<file path="config.mk">
export PLATFORM = sky130hd
export DESIGN_NAME = set_bit_serializer
export DESIGN_NICKNAME = d
export VERILOG_FILES = /design/src/rtl/set_bit_pkg.sv /design/src/rtl/set_bit_serializer_bit_pick.sv /design/src/rtl/set_bit_serializer.sv
export SDC_FILE = /design/constraint.sdc
export NUM_CORES = 1
export LEC_CHECK = 0
export ABC_CLOCK_PERIOD_IN_PS = 7250
export BUFFER_PORTS_ARGS = -buffer_cell sky130_fd_sc_hd__buf_2
export CAP_MARGIN = 20
export CORE_ASPECT_RATIO = 0.7
export CORE_MARGIN = 4
export CORE_UTILIZATION = 40
export DETAILED_ROUTE_END_ITERATION = 10
export HOLD_SLACK_MARGIN = 0.1
export SETUP_SLACK_MARGIN = 0.3
export SLEW_MARGIN = 20
export SYNTH_ARGS = -nofsm -noshare
export SYNTH_HDL_FRONTEND = slang
export SYNTH_SLANG_ARGS = --single-unit
</file>
<file path="constraint.sdc">
create_clock -name clk_i -period 7.25 [get_ports clk_i]
set_input_delay 1.8125 -clock clk_i [delete_from_list [all_inputs] [get_ports clk_i]]
set_output_delay 1.8125 -clock clk_i [all_outputs]
set_load 0.01 [all_outputs]
</file>
<file path="src/rtl/set_bit_pkg.sv">
//------------------------------------------------------------------------------
// Module : set_bit_pkg
// Brief  : Shared state encoding and default width for the set-bit serializer.
// Rev    : 1.0
//------------------------------------------------------------------------------
`default_nettype none

package set_bit_pkg;

    localparam int C_DEFAULT_WIDTH = 12;

    typedef enum logic [0:0] {
        ST_IDLE = 1'b0,
        ST_BUSY = 1'b1
    } state_t;

endpackage : set_bit_pkg

`default_nettype wire

</file>
<file path="src/rtl/set_bit_serializer_bit_pick.sv">
//------------------------------------------------------------------------------
// Module : bit_pick
// Brief  : Purely combinational selection of the lowest/highest set bit of a word.
// Rev    : 1.0
//------------------------------------------------------------------------------
`default_nettype none

module bit_pick
    import set_bit_pkg::*;
#(
    parameter int WIDTH = C_DEFAULT_WIDTH,
    parameter int IDX_W = $clog2(WIDTH)
) (
    input  logic [WIDTH-1:0] i_word,
    input  logic             i_dir,
    output logic [WIDTH-1:0] o_onehot,
    output logic [IDX_W-1:0] o_idx,
    output logic             o_single
);

    logic             w_found;
    logic [IDX_W-1:0] w_idx;
    logic             w_nonzero;

    // dir=1 lets the highest set bit win by overwriting; dir=0 locks on the first hit
    always_comb begin
        w_found = 1'b0;
        w_idx   = '0;
        for (int i = 0; i < WIDTH; i++) begin
            if (i_word[i]) begin
                if (i_dir) begin
                    w_idx = IDX_W'(i);
                end else if (!w_found) begin
                    w_idx   = IDX_W'(i);
                    w_found = 1'b1;
                end
            end
        end
    end

    assign w_nonzero = |i_word;
    assign o_idx     = w_idx;
    assign o_onehot  = w_nonzero ? ({{(WIDTH-1){1'b0}}, 1'b1} << w_idx) : '0;
    assign o_single  = w_nonzero && ((i_word & (i_word - WIDTH'(1))) == '0);

endmodule : bit_pick

`default_nettype wire

</file>
<file path="src/rtl/set_bit_serializer.sv">
//------------------------------------------------------------------------------
// Module : set_bit_serializer
// Brief  : Emits one beat per set bit of an accepted word, in LSB- or MSB-first order.
// Rev    : 1.0
//------------------------------------------------------------------------------
`default_nettype none

module set_bit_serializer
    import set_bit_pkg::*;
#(
    parameter int WIDTH = C_DEFAULT_WIDTH,
    parameter int IDX_W = $clog2(WIDTH)
) (
    input  logic             clk_i,
    input  logic             srst_i,
    input  logic [WIDTH-1:0] data_i,
    input  logic             dir_i,
    input  logic             data_val_i,
    output logic             data_rdy_o,
    output logic [WIDTH-1:0] bit_onehot_o,
    output logic [IDX_W-1:0] bit_idx_o,
    output logic             bit_last_o,
    output logic             bit_val_o,
    input  logic             bit_rdy_i
);

    state_t           r_state;
    state_t           w_state_nxt;
    logic [WIDTH-1:0] r_work;
    logic             r_dir;
    logic             r_rdy;

    logic [WIDTH-1:0] w_onehot;
    logic [IDX_W-1:0] w_idx;
    logic             w_single;
    logic             w_accept;
    logic             w_val;
    logic             w_hs;

    bit_pick #(
        .WIDTH (WIDTH),
        .IDX_W (IDX_W)
    ) u_bit_pick (
        .i_word   (r_work),
        .i_dir    (r_dir),
        .o_onehot (w_onehot),
        .o_idx    (w_idx),
        .o_single (w_single)
    );

    assign w_val    = (r_state == ST_BUSY);
    assign w_accept = data_val_i & r_rdy;
    assign w_hs     = w_val & bit_rdy_i;

    // State register plus the working word it owns
    always_ff @(posedge clk_i) begin
        if (srst_i) begin
            r_state <= ST_IDLE;
            r_work  <= '0;
            r_dir   <= 1'b0;
            r_rdy   <= 1'b0;
        end else begin
            r_state <= w_state_nxt;
            r_rdy   <= (w_state_nxt == ST_IDLE);
            if (w_accept) begin
                r_work <= data_i;
                r_dir  <= dir_i;
            end else if (w_hs) begin
                r_work <= r_work & ~w_onehot;
            end
        end
    end

    always_comb begin
        w_state_nxt = r_state;
        case (r_state)
            ST_IDLE: if (w_accept && (data_i != '0)) w_state_nxt = ST_BUSY;
            ST_BUSY: if (w_hs && w_single)           w_state_nxt = ST_IDLE;
            default: w_state_nxt = ST_IDLE;
        endcase
    end

    always_comb begin
        data_rdy_o   = r_rdy;
        bit_val_o    = w_val;
        bit_onehot_o = w_val ? w_onehot : '0;
        bit_idx_o    = w_val ? w_idx    : '0;
        bit_last_o   = w_val & w_single;
    end

endmodule : set_bit_serializer

`default_nettype wire
</file>
==> qor.csv, run 1 <==
stage,metric,value,unit
hold_path,min_to,r_work[11],
cells_and_area,stdcell_area,1600,um2
hold_path,min-delay-start,r_work[11],
clocking,post_cts_buffers,0,
placement,portBuffers,35,
setup_path,cp.arrival,2.52,ns
die,start_util,0.428,
grt,grt-busiest-layer,met2,
die,pin_count,36,
clocking,worstSkewPairLatency,0.25,ns
detailed_routing,vias,1528,
power_and_ir_drop,max-vdd-ir-drop,0.0000848,V
grt,gr-usage-met2,0.282,
synthesis,async_flop_share,0,
run,maxCapViolations,0,
synthesis,yosysWarningCount,0,
grt,first_global_vias,1394,
sta,hold_slack,0.545,ns
clocking,clk_path_buf_depth,2,
grt,grt.met3_usage,0.0442,
grt,antenna_found_initial,0,
synthesis,syn_inst,183,
setup_path,rrSetupSlack,5.01,ns
synthesis,synth_flop_cell,dfxtp_1,
clocking,cts_resized,0,
synthesis,syn_area_per_cell,7.61,um2
clocking,clkTransAtPathRegs,0.06,ns
synthesis,syn_nets,200,
setup_path,start_kind,flop,
placement,hpwl,3180,um
grt,grt_max_degree,22,
die,die_y,57.4,um
synthesis,synth_edf_count,0,
setup_path,required,5.44,ns
clocking,cts_tree,built,
synthesis,syn_area,1390,um2
placement,placedInstanceArea,1560,um2
grt,grt_remaining_overflow,0,
sta,rsz0062_at_grt,false,
synthesis,synth_cell_types,52,
synthesis,ys_ff_latch,15,
cells_and_area,n_antenna_cell,0,
grt,grt_usage,0.184,
hold_path,hold_path_depth,2,
grt,grt_pass1_wl,6760,um
setup_path,worstSetupPathType,reg2out,
detailed_routing,via_per_inst,5.95,
sta,min_period,4.34,ns
die,die_w,78.5,um
sta,drv_slew,0,
setup_path,r2r-end,r_work[8],
cells_and_area,area_delta_synth_final,15.2,%
placement,globalplace.congestion,0.866,
synthesis,synth_seq_area_share,0.216,
power_and_ir_drop,power.density,184,nW/um2
setup_path,rr_worst_depth,6,
detailed_routing,wire_per_inst,16.0,um
clocking,cts-root-buf,clkbuf_8,
power_and_ir_drop,p_leak,0.642,nW
clocking,h-tree-depth,1,
sta,fin_setup_tns,0,ns
setup_path,critPathMaxFanout,9,
sta,clock.fmax,0.231,GHz
hold_path,min_path_type,reg2reg,
sta,skew,0.00357,ns
clocking,ctsHoldBuffers,0,
detailed_routing,antenna_left,0,
clocking,numCtsBuffers,3,
detailed_routing,drtPass1Iterations,4,
cells_and_area,drive_gt1_frac,0.281,
detailed_routing,drt_wl_total,4120,um
grt,grt_use_met1,0.268,
sta,worstMarginPinSlew,0.821,ns
clocking,cts_sinks,15,
detailed_routing,drc,0,
run_status,status,"complete, no violations",
sta,finalCritPeriodShare,0.598,
sta,setup_viol,0,
setup_path,worstReg2RegStart,r_work[4],
detailed_routing,drt_iter0_drc,109,
cells_and_area,nets,228,
die,row_count,17,
sta,hold_viol_final,0,
die,die_area,4500,um2
setup_path,end_kind,primary output,
sta,slew_headroom,0.453,
die,core_area,3250,um2
cells_and_area,nFillCells,332,
cell usage after synthesis, types with 2 or more instances:
| cell type | instances | share of area |
|---|---|---|
| nor2_1 | 23 | 0.062 |
| nand2_1 | 19 | 0.051 |
| nand2b_1 | 5 | 0.022 |
| and2_1 | 4 | 0.018 |
| inv_1 | 5 | 0.013 |
| a311oi_1 | 3 | 0.019 |
| and3_1 | 3 | 0.013 |
| mux2i_1 | 6 | 0.043 |
| o21a_1 | 4 | 0.022 |
| buf_2 | 3 | 0.011 |
| a31oi_1 | 3 | 0.013 |
| and2_4 | 2 | 0.013 |
| a311oi_2 | 3 | 0.032 |
| nor3_1 | 4 | 0.014 |
| clkbuf_1 | 6 | 0.016 |
| o22ai_1 | 5 | 0.022 |
| a221oi_2 | 2 | 0.022 |
| buf_6 | 2 | 0.016 |
| o21ai_0 | 7 | 0.025 |
| nand3_1 | 4 | 0.014 |
| dfxtp_1 | 15 | 0.22 |
| or4_1 | 2 | 0.011 |
| nor4_1 | 5 | 0.022 |
| nand3b_1 | 3 | 0.016 |
| a221oi_1 | 4 | 0.025 |
| or2_2 | 2 | 0.0090 |
| a21oi_1 | 10 | 0.036 |
| nor2b_1 | 3 | 0.013 |
| a21o_1 | 3 | 0.016 |
metrics by stage:
| stage | cells | utilization | worst slack (ns) | power [mW] |
|---|---|---|---|---|
| floorplan | 183 | - | 3.46 | 0.195 |
| global route | 257 | 0.493 | 2.72 | 0.313 |
| CTS | 257 | 0.493 | 2.92 | 0.294 |
| finish | 257 | 0.493 | 2.91 | 0.295 |
| detailed placement | 253 | 0.479 | 3.22 | 0.226 |
| global placement | 253 | 0.479 | 3.25 | 0.224 |
power breakdown:
group,total (mW),switching [mW],leakage [nW],internal (mW)
registers,0.100,0.0122,0.123,0.0877
clock network,0.0687,0.0297,0.0228,0.0390
logic,0.126,0.0757,0.496,0.0504
worst max-delay path by stage:
stage,start,end,slack (ns),cells after the start
final,r_work[4],bit_onehot_o[2],2.91,7
after global routing,r_work[4],bit_onehot_o[10],2.72,7
after CTS,r_work[4],bit_onehot_o[2],2.92,7
after detailed placement,r_work[0],bit_onehot_o[2],3.22,7
after global placement,r_work[4],bit_onehot_o[2],3.25,7
after floorplan,r_work[1],bit_onehot_o[2],3.46,8
area by class of cell:
class / instances / area (um2) / share of cell area
timing repair buffer: 35 / 175 / 0.109
inverter: 5 / 18.8 / 0.0117
multi-input combinational: 151 / 1010 / 0.627
clock buffer: 4 / 45.0 / 0.0281
sequential: 15 / 300 / 0.187
tap: 47 / 58.8 / 0.0367
routing by layer:
| layer | part of all wire | up-vias |
|---|---|---|
| met2 | 0.42 | 71 |
| met5 | 0 | - |
| met1 | 0.49 | 704 |
| met4 | 0.011 | 0 |
| li1 | - | 744 |
| met3 | 0.079 | 9 |
critical path, cell delays in order, from the launching register on:
cell,delay [ns]
dfxtp_1,0.53
or3b_2,0.49
a32oi_1,0.22
o22ai_1,0.15
a31oi_4,0.37
a31oi_1,0.20
nor2_1,0.16
buf_2,0.14
flip-flops by register name, summed over array words and instances, names as in the netlist:
name        cells
bit_val_o       1
data_rdy_o      1
r_dir           1
r_work         12
cells by family (layout without fill, tap and decap cells):
kind of cell,after synthesis,count (layout),synth area share
compound gates,57,57,0.339
fa+ha+maj,1,1,0.00719
buf+inv,17,44,0.0620
flops,15,15,0.216
mux,6,6,0.0431
simple gates,87,87,0.333
placed cells by master (no fill, tap or decap), types with 2 or more instances in the layout:
cell type	Yosys	final
dfxtp_1	15	15
nor4_1	5	5
o21ai_0	7	7
a221oi_2	2	2
nand3_1	4	4
or4_1	2	2
nor2_1	23	23
or2_2	2	2
buf_2	3	35
o21a_1	4	4
nor2b_1	3	3
a311oi_2	3	3
and2_4	2	2
o22ai_1	5	5
a311oi_1	3	3
a21o_1	3	3
nor3_1	4	4
and3_1	3	3
a221oi_1	4	4
nand2b_1	5	5
nand2_1	19	19
and2_1	4	4
clkbuf_8	0	3
inv_1	5	5
a31oi_1	3	3
nand3b_1	3	3
mux2i_1	6	6
a21oi_1	10	10
Note: power is estimated with default switching activity, not from simulation.
==> run 2: changes to the inputs <==
--- a/config.mk
+++ b/config.mk
@@ -5,7 +5,7 @@
 export SDC_FILE = /design/constraint.sdc
 export NUM_CORES = 1
 export LEC_CHECK = 0
-export ABC_CLOCK_PERIOD_IN_PS = 7250
+export ABC_CLOCK_PERIOD_IN_PS = 4190
 export BUFFER_PORTS_ARGS = -buffer_cell sky130_fd_sc_hd__buf_2
 export CAP_MARGIN = 20
 export CORE_ASPECT_RATIO = 0.7
==> constraint.sdc (replaced) <==
create_clock -name clk_i -period 4.19 [get_ports clk_i]
set_input_delay 1.0475 -clock clk_i [delete_from_list [all_inputs] [get_ports clk_i]]
set_output_delay 1.0475 -clock clk_i [all_outputs]
set_load 0.01 [all_outputs]
==> run 2 against run 1 <==
Net effect: via count is 1.7% lower; highest routed layer unchanged; sequential power is 73% higher; sequential cell count stayed put; first-iteration DRC count is 14% lower; count of clock-buffer cells in the layout stayed put; largest cell class unchanged; clock skew hardly changed; largest power group unchanged; critical path depth stayed put; register-to-register slack worse by 3.1 ns; wire length is 1.2% higher; global-route usage is 0.30 points higher.
==> qor.csv, run 2 (synthesis results as in run 1) <==
stage,metric,value,unit,change
clocking,numCtsBuffers,3,,unchanged
grt,antenna_found_initial,0,,unchanged
clocking,ctsHoldBuffers,0,,unchanged
cells_and_area,nets,229,,+0.44%
die,core_area,3250,um2,unchanged
detailed_routing,via_per_inst,5.82,,-2.1%
grt,grt_usage,0.187,,+0.00296
power_and_ir_drop,max-vdd-ir-drop,0.000136,V,+61%
cells_and_area,drive_gt1_frac,0.284,,+0.00341
placement,placedInstanceArea,1570,um2,+0.48%
sta,hold_viol_final,0,,unchanged
setup_path,end_kind,primary output,,
clocking,post_cts_buffers,0,,unchanged
setup_path,required,3.14,ns,-2.30 ns
clocking,cts_tree,built,,
detailed_routing,drtPass1Iterations,4,,unchanged
cells_and_area,nFillCells,337,,+1.5%
sta,min_period,3.60,ns,
detailed_routing,antenna_left,0,,unchanged
sta,hold_slack,0.552,ns,+0.00702 ns
placement,hpwl,3290,um,+3.3%
grt,grt_remaining_overflow,0,,unchanged
detailed_routing,wire_per_inst,16.2,um,+0.82%
sta,skew,0.00376,ns,+0.000189 ns
placement,portBuffers,35,,unchanged
placement,place_ws,0.898,ns,-2.32 ns
cells_and_area,layout_commonest_cell,buf_2,,
detailed_routing,drc,0,,unchanged
cells_and_area,largest-register,r_work,,
clocking,cts-root-buf,clkbuf_8,,
detailed_routing,drt_wl_total,4170,um,+1.2%
detailed_routing,drt_iter0_drc,94,,-14%
sta,drv_slew,0,,unchanged
sta,rsz0062_at_grt,false,,
run_status,status,"complete, no violations",,
sta,clock.fmax,0.278,GHz,
die,start_util,0.428,,unchanged
power_and_ir_drop,power.density,317,nW/um2,+73%
die,die_w,78.5,um,unchanged
setup_path,start_kind,flop,,
grt,first_global_vias,1374,,-1.4%
sta,fin_ws,0.592,ns,-2.32 ns
grt,grt_max_degree,21,,-4.5%
grt,grt_pass1_wl,6760,um,unchanged
clocking,clkTransAtPathRegs,0.06,ns,about the same
clocking,h-tree-depth,1,,unchanged
setup_path,worstSetupPathType,reg2out,,
clocking,worstSkewPairLatency,0.25,ns,about the same
die,row_count,17,,unchanged
die,die_area,4500,um2,unchanged
cells_and_area,area_delta_synth_final,15.7,%,
die,pin_count,36,,unchanged
sta,fin_setup_tns,0,ns,unchanged
cells_and_area,stdcell_area,1610,um2,+0.47%
cells_and_area,final_cell_mix,"35 x buf_2, 23 x nor2_1, 19 x nand2_1, 15 x dfxtp_1, 10 x a21oi_1",,
setup_path,cp.arrival,2.55,ns,+0.03 ns
placement,globalplace.congestion,0.860,,-0.77%
sta,slew_headroom,0.507,,+0.0538
sta,worstMarginPinSlew,0.732,ns,-0.0884 ns
sta,finalCritPeriodShare,0.859,,
clocking,clk_path_buf_depth,2,,unchanged
run,maxCapViolations,0,,unchanged
sta,setup_viol,0,,unchanged
detailed_routing,vias,1502,,-1.7%
setup_path,critPathMaxFanout,9,,unchanged
power_and_ir_drop,p_leak,0.647,nW,+0.81%
die,die_y,57.4,um,unchanged
clocking,cts_resized,0,,unchanged
hold_path,min_path_type,reg2reg,,
clocking,cts_sinks,15,,unchanged
cells_and_area,n_antenna_cell,0,,unchanged
cells_and_area,largest_reg_flops,12,,unchanged
run 2: area by class of cell:
type                    instances  area (um2)  share of cell area
repair buffers                 36         183               0.113
well taps                      47        58.8              0.0365
clock buffers                   4        45.0              0.0280
flip-flops and latches         15         300               0.186
inverters                       5        18.8              0.0116
multi-input cells             151        1010               0.624
run 2: final timing paths:
| kind | end | slack, ns | cells after the start | start |
|---|---|---|---|---|
| max | bit_onehot_o[2] | 0.59 | 7 | r_work[4] |
| min | r_work[11] | 0.55 | 2 | r_work[11] |
| max reg2reg | r_work[2] | 1.91 | 6 | r_work[4] |
| min reg2reg | r_work[11] | 0.55 | 2 | r_work[11] |
run 2: worst max-delay path, stage by stage, from the launching register on:
cell and delay (ns):
dfxtp_1 0.57, or3b_2 0.50, a32oi_1 0.23, o22ai_1 0.15
a31oi_4 0.36, a31oi_1 0.20, nor2_1 0.15, buf_2 0.13
run 2: metal layers:
metal  track usage  vias to the layer above  routed length, um  part of all wire
li1              -                      747                  -                 -
met1         0.279                      694               2090              0.50
met2         0.272                       57               1770              0.42
met3        0.0442                        4                286             0.069
met4        0.0349                        0                 20            0.0048
met5             0                        -                  0                 0
run 2: report_power, final:
group / internal, mW / leakage [nW] / total [mW] / switching [mW]
sequential: 0.152 / 0.123 / 0.173 / 0.0213
combinational: 0.0879 / 0.501 / 0.220 / 0.132
clock: 0.0674 / 0.0228 / 0.118 / 0.0508
run 2: metrics by stage:
stage	instances	power (mW)	util
CTS	258	0.511	0.495
floorplan	183	0.338	-
detailed placement	254	0.393	0.481
global placement	254	0.388	0.481
finish	258	0.511	0.495
global route	258	0.544	0.495
==> run 3: changes to the inputs <==
--- a/config.mk
+++ b/config.mk
@@ -10,9 +10,10 @@
 export CAP_MARGIN = 20
 export CORE_ASPECT_RATIO = 0.7
 export CORE_MARGIN = 4
-export CORE_UTILIZATION = 40
+export CORE_UTILIZATION = 45
 export DETAILED_ROUTE_END_ITERATION = 10
 export HOLD_SLACK_MARGIN = 0.1
+export PLACE_DENSITY = 0.7
 export SETUP_SLACK_MARGIN = 0.3
 export SLEW_MARGIN = 20
 export SYNTH_ARGS = -nofsm -noshare
==> run 3 against run 2 <==
Net effect: die area shrank 9.8%; clock power about the same; critical path depth is the same; worst setup slack better by 0.052 ns; worst hold slack got worse by 0.011 ns; critical endpoint unchanged.
==> qor.csv, run 3 (synthesis results as in run 1) <==
stage,metric,value,unit,change
detailed_routing,drt_iter0_drc,135,,+44%
setup_path,cp.arrival,2.50,ns,-0.05 ns
clocking,h-tree-depth,1,,unchanged
sta,hold_viol_final,0,,unchanged
setup_path,slowest_stage,dfxtp_1,,
setup_path,critPathLaunch,r_work[4],,
grt,antenna_found_initial,0,,unchanged
grt,grt_pass1_wl,6620,um,-2.1%
setup_path,end_kind,primary output,,
cells_and_area,largest-register,r_work,,
power_and_ir_drop,power.density,322,nW/um2,+1.4%
clocking,clkTransAtPathRegs,0.06,ns,about the same
setup_path,worstSetupPathType,reg2out,,
setup_path,crit_chain,"or3b_2, a32oi_1, o22ai_1, a31oi_4, a31oi_1, nor2_1, buf_2",,
power_and_ir_drop,swShare,0.401,,+0.00186
setup_path,slowest_delay,0.53,ns,-0.04 ns
clocking,post_cts_buffers,0,,unchanged
clocking,cts_tree,built,,
sta,fin_ws,0.643,ns,+0.0519 ns
detailed_routing,vias,1519,,+1.1%
power_and_ir_drop,p_leak,0.642,nW,-0.81%
grt,grt_usage,0.211,,+0.0248
sta,fin_setup_tns,0,ns,unchanged
die,row_count,16,,-1
sta,clock.fmax,0.282,GHz,+1.5%
detailed_routing,drc,0,,unchanged
die,die_w,74.5,um,-5.1%
setup_path,required,3.14,ns,about the same
sta,slew_headroom,0.463,,-0.0433
cells_and_area,n_antenna_cell,0,,unchanged
placement,place_ws,0.948,ns,+0.0499 ns
setup_path,rrSetupSlack,1.91,ns,about the same
die,die_area,4060,um2,-9.8%
cells_and_area,nets,228,,-0.44%
sta,drv_slew,0,,unchanged
clocking,cts_resized,0,,unchanged
die,pin_count,36,,unchanged
power_and_ir_drop,max-vdd-ir-drop,0.000177,V,+30%
run_status,status,"complete, no violations",,
power_and_ir_drop,p_sw,205,uW,+0.52%
clocking,clk_path_buf_depth,2,,unchanged
detailed_routing,via_per_inst,6.17,,+6.1%
hold_path,min_path_type,reg2reg,,
power_and_ir_drop,internal-power,306,uW,-0.25%
sta,min_period,3.55,ns,-0.0519 ns
cells_and_area,drive_gt1_frac,0.281,,-0.00341
detailed_routing,antenna_left,0,,unchanged
detailed_routing,drtPass1Iterations,4,,unchanged
cells_and_area,area_delta_synth_final,14.2,%,
power_and_ir_drop,pwr-share-clk,0.230,,about the same
power_and_ir_drop,pwr-share-seq,0.338,,about the same
detailed_routing,drt_wl_total,4110,um,-1.4%
sta,rsz0062_at_grt,false,,
power_and_ir_drop,power.total,512,uW,about the same
die,core_area,2880,um2,-11%
grt,grt_remaining_overflow,0,,unchanged
grt,grt_max_degree,22,,+4.8%
cells_and_area,layout_commonest_cell,buf_2,,
sta,finalCritPeriodShare,0.846,,-0.0124
placement,portBuffers,35,,unchanged
cells_and_area,finish.utilization,0.552,,+0.0565
placement,globalplace.congestion,0.886,,+3.0%
die,die_y,54.5,um,-4.9%
cells_and_area,largest_reg_flops,12,,unchanged
sta,setup_viol,0,,unchanged
power_and_ir_drop,combPwrFrac,0.432,,+0.002
clocking,numCtsBuffers,3,,unchanged
clocking,cts_sinks,15,,unchanged
cells_and_area,final_cell_mix,"35 x buf_2, 23 x nor2_1, 19 x nand2_1, 15 x dfxtp_1, 10 x a21oi_1",,
detailed_routing,wire_per_inst,16.7,um,+3.4%
grt,first_global_vias,1357,,-1.2%
die,start_util,0.483,,+0.0552
clocking,ctsHoldBuffers,0,,unchanged
setup_path,worstReg2RegStart,r_work[4],,
hold_path,min-delay-start,r_work[11],,
setup_path,start_kind,flop,,
clocking,cts-root-buf,clkbuf_8,,
sta,worstMarginPinSlew,0.805,ns,+0.0727 ns
run,maxCapViolations,0,,unchanged
sta,hold_slack,0.542,ns,-0.0105 ns
sta,skew,0.00179,ns,-0.00197 ns
clocking,worstSkewPairLatency,0.25,ns,about the same
setup_path,critPathMaxFanout,9,,unchanged
placement,hpwl,3220,um,-2.1%
run 3: changes by cell type in the layout (fill, tap and decap cells not counted):
cell   change
buf_4      -1
run 3: worst max-delay path: cells and delay by family (launching register included):
family	cells	cell delay, ns
buffers and inverters	1	0.14
flip-flops	1	0.53
AO/OA/AOI/OAI	4	0.94
AND/OR/NAND/NOR	2	0.63
run 3: area by class of cell:
| class | count | area [um2] |
|---|---|---|
| Sequential cell | 15 | 300 |
| Inverter | 5 | 18.8 |
| Clock buffer | 4 | 45.0 |
| Multi-Input combinational cell | 151 | 1010 |
| Fill cell | 286 | 1290 |
| Tap cell | 36 | 45.0 |
| Timing Repair Buffer | 35 | 175 |
run 3: path summary, 6_finish.rpt:
path / cells past startpoint / endpoint
worst max register to register: 6 / r_work[8]
worst min register to register: 2 / r_work[11]
worst min-delay path: 2 / r_work[11]
worst max-delay path: 7 / bit_onehot_o[2]
run 3: per-stage QoR:
step,cells,instance area [um2]
floorplan,183,1390
global placement,242,1550
detailed placement,242,1550
CTS,246,1590
global route,246,1590
finish,246,1590
run 3: power groups by stage:
| stage | Clock [mW] | Sequential [mW] | Combinational [mW] |
|---|---|---|---|
| finish | 0.118 | 0.173 | 0.221 |
| global route | 0.126 | 0.175 | 0.238 |
| CTS | 0.118 | 0.172 | 0.217 |
| detailed placement | 0 | 0.175 | 0.216 |
| global placement | 0 | 0.175 | 0.210 |
| floorplan | 0 | 0.163 | 0.175 |
run 3: metal layers:
layer  share of wire  global-route usage  routed length, um  up-vias
met5               0                   0                  0        -
met4          0.0078              0.0325                 32        0
met3           0.097              0.0716                400        4
met2            0.43               0.305               1760       80
met1            0.47               0.308               1920      695
li1                -                   -                  -      740
